$ cat src/rtl/gpu_layer_pkg.sv
// Shared types for the layer fetch sequencer.
//  fetch_state_t : sequencer FSM states
//  layer_desc_t  : per-line fetch descriptor latched at grant time
//  LAYER_AW      : native layer-RAM address width
package gpu_layer_pkg;

  localparam int LAYER_AW = 32;

  typedef enum logic [2:0] {
    IDLE  = 3'd0,
    GRANT = 3'd1,
    CALC  = 3'd2,
    ISSUE = 3'd3,
    DONE  = 3'd4
  } fetch_state_t;

  typedef struct packed {
    logic [LAYER_AW-1:0] start;
    logic                is_sprite;
    logic [7:0]          frame;
    logic [15:0]         height;
    logic [15:0]         width;
    logic [15:0]         y;
    logic [15:0]         x_start;
    logic [15:0]         count;
  } layer_desc_t;

endpackage

$ cat src/rtl/layer_addr_gen.sv
// Registered address generator for one word of a layer line.
//  clk, reset : clock, async active-high reset
//  calc       : load enable, address for idx is registered when high
//  desc       : latched descriptor of the granted layer
//  idx        : word index within the line
//  frame_off  : frame*height*width, precomputed once per grant
//  addr       : registered read address (held while calc is low)
module layer_addr_gen
  import gpu_layer_pkg::*;
#(
  parameter int AW = LAYER_AW
) (
  input  logic             clk,
  input  logic             reset,
  input  logic             calc,
  input  layer_desc_t      desc,
  input  logic [15:0]      idx,
  input  logic [AW-1:0]    frame_off,
  output logic [AW-1:0]    addr
);

  logic [16:0]   sprite_x;
  logic [15:0]   text_idx;
  logic [AW-1:0] row_off;
  logic [AW-1:0] next_addr;
  logic          unused_fields;

  // frame and height reach this block only through frame_off; count is used by the sequencer
  assign unused_fields = ^{desc.frame, desc.height, desc.count};

  // Address of word idx: sprite x keeps its carry (17 bits), text index wraps at 16 bits
  always_comb begin
    sprite_x = {1'b0, desc.x_start} + {1'b0, idx};
    text_idx = desc.x_start + idx;
    row_off  = AW'(desc.y) * AW'(desc.width);
    if (desc.is_sprite) begin
      next_addr = AW'(desc.start) + frame_off + row_off + AW'(sprite_x);
    end else begin
      next_addr = AW'(desc.start) + (AW'(text_idx) << 1);
    end
  end

  // Address register, updated only in the calculation cycle so it stays stable while issuing
  always_ff @(posedge clk or posedge reset) begin
    if (reset) begin
      addr <= '0;
    end else if (calc) begin
      addr <= next_addr;
    end else begin
      addr <= addr;
    end
  end

endmodule

$ cat src/rtl/layer_fetch_sequencer.sv
// Round-robin line-fetch sequencer between per-layer line buffers and the layer-RAM read port.
// A granted layer's descriptor is latched, then each word gets one CALC cycle (address
// registered) and one or more ISSUE cycles (request held until mem_ready).
//  clk, reset              : clock, async active-high reset
//  req[N]                  : level line request per layer, held until done
//  start_addr..count       : flat per-layer descriptor buses, slice i = layer i
//  mem_valid/mem_ready     : read request handshake
//  mem_addr/layer/last     : request address, layer tag, last word of line
//  done[N]                 : one-cycle pulse when a layer's line is fully issued
//  busy                    : sequencer not idle
module layer_fetch_sequencer
  import gpu_layer_pkg::*;
#(
  parameter int NUM_LAYERS = 4,
  parameter int AW         = LAYER_AW
) (
  input  logic                            clk,
  input  logic                            reset,
  input  logic [NUM_LAYERS-1:0]           req,
  input  logic [AW*NUM_LAYERS-1:0]        start_addr,
  input  logic [NUM_LAYERS-1:0]           is_sprite,
  input  logic [8*NUM_LAYERS-1:0]         frame,
  input  logic [16*NUM_LAYERS-1:0]        height,
  input  logic [16*NUM_LAYERS-1:0]        width,
  input  logic [16*NUM_LAYERS-1:0]        y_line,
  input  logic [16*NUM_LAYERS-1:0]        x_start,
  input  logic [16*NUM_LAYERS-1:0]        count,
  output logic                            mem_valid,
  input  logic                            mem_ready,
  output logic [AW-1:0]                   mem_addr,
  output logic [$clog2(NUM_LAYERS)-1:0]   mem_layer,
  output logic                            mem_last,
  output logic [NUM_LAYERS-1:0]           done,
  output logic                            busy
);

  localparam int LW = $clog2(NUM_LAYERS);

  fetch_state_t  state;
  logic [LW-1:0] rr_ptr;
  logic [LW-1:0] grant;
  logic [LW-1:0] sel;
  logic          sel_found;
  layer_desc_t   desc;
  layer_desc_t   sel_desc;
  logic [AW-1:0] frame_off;
  logic [AW-1:0] sel_frame_off;
  logic [15:0]   idx;
  logic          idx_last;
  logic          calc;

  // Round-robin pick: scan from farthest to nearest so the first set request at/after rr_ptr wins
  always_comb begin
    sel_found = 1'b0;
    sel       = '0;
    for (int k = NUM_LAYERS - 1; k >= 0; k--) begin
      sel_found = sel_found | req[(int'(rr_ptr) + k) % NUM_LAYERS];
      sel       = req[(int'(rr_ptr) + k) % NUM_LAYERS] ?
                  LW'((int'(rr_ptr) + k) % NUM_LAYERS) : sel;
    end
  end

  // Slice the selected layer's descriptor out of the flat buses and form its frame offset
  always_comb begin
    sel_desc.start     = LAYER_AW'(start_addr[int'(sel)*AW +: AW]);
    sel_desc.is_sprite = is_sprite[sel];
    sel_desc.frame     = frame[int'(sel)*8 +: 8];
    sel_desc.height    = height[int'(sel)*16 +: 16];
    sel_desc.width     = width[int'(sel)*16 +: 16];
    sel_desc.y         = y_line[int'(sel)*16 +: 16];
    sel_desc.x_start   = x_start[int'(sel)*16 +: 16];
    sel_desc.count     = count[int'(sel)*16 +: 16];
    sel_frame_off      = AW'(sel_desc.frame) * AW'(sel_desc.height) * AW'(sel_desc.width);
  end

  assign idx_last = (idx == (desc.count - 16'd1));
  assign calc     = (state == CALC);

  layer_addr_gen #(
    .AW(AW)
  ) u_addr_gen (
    .clk       (clk),
    .reset     (reset),
    .calc      (calc),
    .desc      (desc),
    .idx       (idx),
    .frame_off (frame_off),
    .addr      (mem_addr)
  );

  // Sequencer FSM with arbiter pointer, word counter and all registered handshake outputs
  always_ff @(posedge clk or posedge reset) begin
    if (reset) begin
      state     <= IDLE;
      rr_ptr    <= '0;
      grant     <= '0;
      desc      <= '0;
      frame_off <= '0;
      idx       <= 16'd0;
      mem_valid <= 1'b0;
      mem_layer <= '0;
      mem_last  <= 1'b0;
      done      <= '0;
      busy      <= 1'b0;
    end else begin
      done <= '0;
      case (state)
        IDLE: begin
          if (|req) begin
            state <= GRANT;
            busy  <= 1'b1;
          end
        end
        GRANT: begin
          // a request dropped between IDLE and GRANT leaves nothing to serve
          if (sel_found) begin
            grant     <= sel;
            desc      <= sel_desc;
            frame_off <= sel_frame_off;
            idx       <= 16'd0;
            if (sel_desc.count == 16'd0) begin
              state     <= DONE;
              done[sel] <= 1'b1;
            end else begin
              state <= CALC;
            end
          end else begin
            state <= IDLE;
            busy  <= 1'b0;
          end
        end
        CALC: begin
          mem_valid <= 1'b1;
          mem_layer <= grant;
          mem_last  <= idx_last;
          state     <= ISSUE;
        end
        ISSUE: begin
          if (mem_ready) begin
            mem_valid <= 1'b0;
            if (idx_last) begin
              state       <= DONE;
              done[grant] <= 1'b1;
            end else begin
              idx   <= idx + 16'd1;
              state <= CALC;
            end
          end
        end
        DONE: begin
          rr_ptr <= (grant == LW'(NUM_LAYERS - 1)) ? '0 : grant + LW'(1);
          state  <= IDLE;
          busy   <= 1'b0;
        end
        default: begin
          state     <= IDLE;
          mem_valid <= 1'b0;
          busy      <= 1'b0;
        end
      endcase
    end
  end

endmodule
$ cat config.mk
export PLATFORM = sky130hd
export DESIGN_NAME = layer_fetch_sequencer
export DESIGN_NICKNAME = d
export VERILOG_FILES = /design/src/rtl/gpu_layer_pkg.sv /design/src/rtl/layer_addr_gen.sv /design/src/rtl/layer_fetch_sequencer.sv
export SDC_FILE = /design/constraint.sdc
export NUM_CORES = 2
export LEC_CHECK = 0
export CAP_MARGIN = 10
export CORE_MARGIN = 4
export CORE_UTILIZATION = 65
export CTS_CLUSTER_SIZE = 10
export DETAILED_ROUTE_END_ITERATION = 10
export DONT_BUFFER_PORTS = 1
export GPL_TIMING_DRIVEN = 0
export PLACE_DENSITY = 0.81
export SLEW_MARGIN = 40
export SYNTH_ARGS = -nofsm -noshare
export SYNTH_HDL_FRONTEND = slang
export SYNTH_HIERARCHICAL = 1
export SYNTH_SLANG_ARGS = --single-unit
$ cat constraint.sdc
create_clock -name clk -period 23.6 [get_ports clk]
set_clock_uncertainty 0.15 [all_clocks]
set_input_delay 4.72 -clock clk [delete_from_list [all_inputs] [get_ports clk]]
set_output_delay 4.72 -clock clk [all_outputs]
set_load 0.05 [all_outputs]
-- After elaboration in Yosys (flattened, before gate mapping)
Cells that the tools add are included.
- $add $sub $neg: 12
- $mul: 3
- order comparisons: 8
- equal/unequal tests: 11
- shift operators: 7
- muxes and demuxes: 43
- bitwise gates (word level): 8
- reduce and logical (&&, ||, !) cells: 16
- operator list (operator ; number):
    variable part select 64 x 7 -> 16 bit ; 5
    variable part select 128 x 8 -> 32 bit ; 1
    adder 32 x 17 -> 32 bit ; 2
    adder 32 bit ; 2
    two-way mux 16 bit ; 3
    multiplier 16 x 16 -> 32 bit ; 1
    multiplier 24 x 16 -> 32 bit ; 1
    two-way mux 32 bit ; 1
    case mux 16 bit (2 select lines) ; 1
    variable part select 32 x 6 -> 8 bit ; 1
    multiplier 8 x 16 -> 24 bit ; 1
    adder 16 x 16 -> 17 bit ; 1
    adder 16 x 1 -> 16 bit (second input constant) ; 1
    adder 16 bit ; 1
    == test 16 bit ; 1
    logical NOT 16 bit ; 1
    two-way mux 4 bit ; 4
    subtractor 16 x 1 -> 16 bit (second input constant) ; 1
    two-way mux 3 bit ; 5
    two-way mux 1 bit ; 13
    less-than comparator 3 x 4 -> 1 bit (second input constant) ; 3
    case mux 3 bit (4 select lines) ; 1
    binary-select mux 1 bit (select 2 bit) ; 5
    two-way mux 2 bit ; 5
    other kinds (24) ; 47
- register bits after elaboration: 193
- input bits: 491
- output and inout bits: 41
- logic and storage cells: 125

-- Depth between registers and ports, before layout
- depth after elaboration: 17
- gate-level depth with buffers: 55
- gate-level depth less buffers: 48

-- Cells and area by module
The synthesis kept the hierarchy.
- modules (own cells, without submodules) (module ; times used ; cells an instance ; area an instance (um^2) ; sequential area each (um^2)):
    layer_fetch_sequencer ; 1 ; 3396 ; 26050.0 ; 4629.4
    layer_addr_gen ; 1 ; 1638 ; 14761.7 ; 800.8

-- Least setup slack after synthesis
Ideal clock, no wire load.
- path kind: input port to flip-flop
- from: input req[0]
- to: register frame_off[31]
- setup time: 125 ps
- data arrival time: 16852 ps
- data required time: 23325 ps
- path slack: 6473 ps
- cell stages on the path: 50
- buffers on the path: 7
- path through: nor2b_1 -> nor2_1 -> o22ai_2 -> clkbuf_1 -> clkbuf_1 -> buf_2 -> buf_2 -> buf_1 -> nand2_1 -> nand3_1 -> and2_1 -> clkbuf_1 -> nand2_1 -> fa_1 -> fa_1 -> fa_1 -> fa_1 -> inv_1 -> (+14 left out) -> fa_1 -> fa_1 -> inv_1 -> fa_1 -> inv_1 -> fa_1 -> inv_1 -> ha_1 -> a21o_1 -> a211oi_1 -> a21boi_0 -> and4b_1 -> a31o_2 -> o41ai_1 -> o21ai_0 -> xnor3_1 -> xor2_1 -> mux2_4
- longest elaborated chain between the ends: 10
- elaborated cells between the ends (all ways): 24
- classes of those cells: mul (2); shift (3); mux (15); bitwise (3); reduce/logical (1)
- RTL lines (element ; line ; source):
    from (decl) ; layer_fetch_sequencer.sv:19 ; input logic [NUM_LAYERS-1:0] req,
    binary-select mux 1 bit (select 2 bit) ; layer_fetch_sequencer.sv:57, layer_fetch_sequencer.sv:58 ;
    two-way mux 1 bit (not written as such) (2 in a row) ; layer_fetch_sequencer.sv:57, layer_fetch_sequencer.sv:58 ;
    two-way mux 2 bit (4 in a row) ; layer_fetch_sequencer.sv:58 ; sel = req[(int'(rr_ptr) + k) % NUM_LAYERS] ?
    variable part select 64 x 7 -> 16 bit or variable part select 32 x 6 -> 8 bit (tied branches) ; layer_fetch_sequencer.sv:68, layer_fetch_sequencer.sv:67 ;
    multiplier 8 x 16 -> 24 bit ; layer_fetch_sequencer.sv:73 ; sel_frame_off = AW'(sel_desc.frame) * AW'(sel_desc.height) * AW'(sel_desc.width);
    multiplier 24 x 16 -> 32 bit ; layer_fetch_sequencer.sv:73 ;
    to (signal assigned) ; layer_fetch_sequencer.sv:119 ; frame_off <= sel_frame_off;
    to (decl) ; layer_fetch_sequencer.sv:46 ; logic [AW-1:0] frame_off;
Parallel ways exist; a longest one is shown, timed or not. The select of a mux whose other input is x is not followed.
A chain may end at the register's enable or synchronous reset.

-- Worst setup path after layout
Ends and elaborated chain as after synthesis.

==> results_dict.tcl <==
set metrics [dict create \
    status "completed" \
    fmax_mhz 47.52 \
    min_period_ns 21.04 \
    tightest_slew_ns 0.9779 \
    portBuffers 0 \
    min_to "frame_off[4]" \
    dr_total_vias 35850 \
    drc 0 \
    die_h_um 256.0 \
    cts_hold_buf 0 \
    max_cap_viol_count 0 \
    grt_overflow 0 \
    syn_area_per_cell_um2 8.068 \
    rr_worst_depth 48 \
    maxSlewViolCount 0 \
    rows 90 \
    start_kind "primary input" \
    drt_pass1_iterations 8 \
    cts_tree "yes" \
    finalHoldViolCount 0 \
    finalCritPeriodShare_pct 89.17 \
    met1_usage_pct 53.15 \
    ctsLongestPathBuffers 2 \
    rsz0062_at_grt "no" \
    place_hpwl_um 123800 \
    fin_util_pct 69.08 \
    drt-vias-per-instance 6.197 \
    nets 6431 \
    netlist_area_mm2 0.03998 \
    worst_r2r_endpoint "frame_off[31]" \
    antenna_left 0 \
    die_w_um 256.0 \
    gp_congestion 1.050 \
    crit_path_frequent_cell "fa_1" \
    slowest_delay_ns 0.66 \
    seq_area_mm2 0.004830 \
    arrival_ns 21.30 \
    cts_buffers 17 \
    wl_per_cell_um 25.16 \
    grt_use_total_pct 44.32 \
    clkSinkCount 193 \
    holdPathStages 2 \
    worstHoldStart "frame_off[4]" \
    first_global_vias 37130 \
    cts_resized 0 \
    yosys_warnings 6 \
    slew_headroom_pct 34.81 \
    grt_first_pass_wirelength_um 220200 \
    worst-setup-path-type "primary input to register" \
    use_met2_pct 70.61 \
    fp.coreArea_mm2 0.06058 \
    cp-end-kind "register" \
    slowest_stage "clkbuf_1" \
    setup_viol 0 \
    gr-usage-met3_pct 15.42 \
    nFillCells 5023 \
    insertion_delay_ns 0.48 \
    setup_tns_ns 0 \
    multiInputGateArea_mm2 0.03127 \
    cts_root_buf "clkbuf_16" \
    hp-class "register to register" \
    start_util_pct 66.00 \
    area_delta_synth_final_pct 4.672 \
    finalWirelength_um 145600 \
    r2r_setup_slack_ns 6.26 \
    ios 532 \
    busiest_layer "met2" \
    h-tree-depth 4 \
    path_clk_slew_ns 0.08 \
    cts_setup_buffers 0 \
    grt_max_degree 71 \
    worstPathMaxFanout 10 \
    worstPathRequired_ns 23.86 \
    drtIter0Drc 3563 \
    syn_nets 6408 \
    drive_above_1_share_pct 2.825 \
    dieArea_mm2 0.06554 \
    reg2reg_from "rr_ptr[1]" \
    antenna_found_initial 15 \
    synth_cells 4956 \
]
[layout by cell type, fill, tap and decap left out, types with 20 or more instances in the layout]
cell type  count
nand2_1     1135
inv_1        836
fa_1         647
ha_1         314
nor2_1       248
and2_1       230
nand3_1      199
dfrtp_1      193
clkbuf_1     175
o21ai_0      166
a21oi_1      112
xnor2_1       91
xor2_1        53
and3_1        51
a21o_1        38
a31oi_1       28
nor3_1        27
mux2i_1       26
buf_1         21
a211oi_1      20
[worst max-delay path: cells and delay by family]
| kind | cells | cell delay, ns |
|---|---|---|
| AOI/OAI and AO/OA | 10 | 3.30 |
| xor gates and xnor gates | 3 | 1.31 |
| adders and majority gates | 12 | 5.54 |
| buffers and inverters | 13 | 3.92 |
| muxes | 1 | 0.26 |
| and+or+nand+nor | 10 | 2.19 |
[worst max path at each step]
stage	start	slack (ns)	to	cells after the start
3_5_place_dp	req[0]	2.45	frame_off[31]	47
2_1_floorplan	req[0]	6.48	frame_off[31]	50
6_report	req[0]	2.56	frame_off[31]	49
3_3_place_gp	req[0]	2.18	frame_off[31]	47
5_1_grt	req[0]	2.16	frame_off[31]	47
4_1_cts	req[0]	2.91	frame_off[31]	47
[registers in the layout (all words and copies together), names as in the netlist]
| name | flops |
|---|---|
| u_addr_gen/addr | 32 |
| mem_layer | 2 |
| busy | 1 |
| desc | 97 |
| grant | 2 |
| state | 3 |
| mem_last | 1 |
| done | 4 |
| frame_off | 32 |
| idx | 16 |
| mem_valid | 1 |
| rr_ptr | 2 |
[metal layers]
| layer | wire (um) | part of all wire [%] |
|---|---|---|
| met1 | 51420 | 35 |
| met2 | 65980 | 45 |
| met3 | 18620 | 13 |
| met4 | 9498 | 6.5 |
| met5 | 40 | 0.027 |
[per-stage QoR]
| step | instance area, um^2 | worst slack, ns | hold WS, ns | instances |
|---|---|---|---|---|
| after floorplan | 39980 | 6.476 | 0.2957 | 4956 |
| after global placement | 40960 | 2.179 | 0.3112 | 5738 |
| after detailed placement | 41130 | 2.449 | 0.3176 | 5741 |
| after CTS | 41770 | 2.910 | 0.3368 | 5773 |
| after global routing | 41850 | 2.162 | 0.3662 | 5783 |
| final | 41850 | 2.555 | 0.3333 | 5785 |
[final cells by class]
class                      instances  share of cell area (%)
antenna                           11                 0.06577
buffer                           223                   2.102
clock buffer                      17                   1.016
clock inverter                    15                  0.5172
inverter                         839                   7.543
multi-input combinational       3701                   74.71
sequential                       193                   11.54
tap                              782                   2.338
timing repair buffer               4                  0.1704
Power is left out: the tool's default activity adds up to more than one toggle a clock period on the data nets, which glitch-free logic cannot reach.
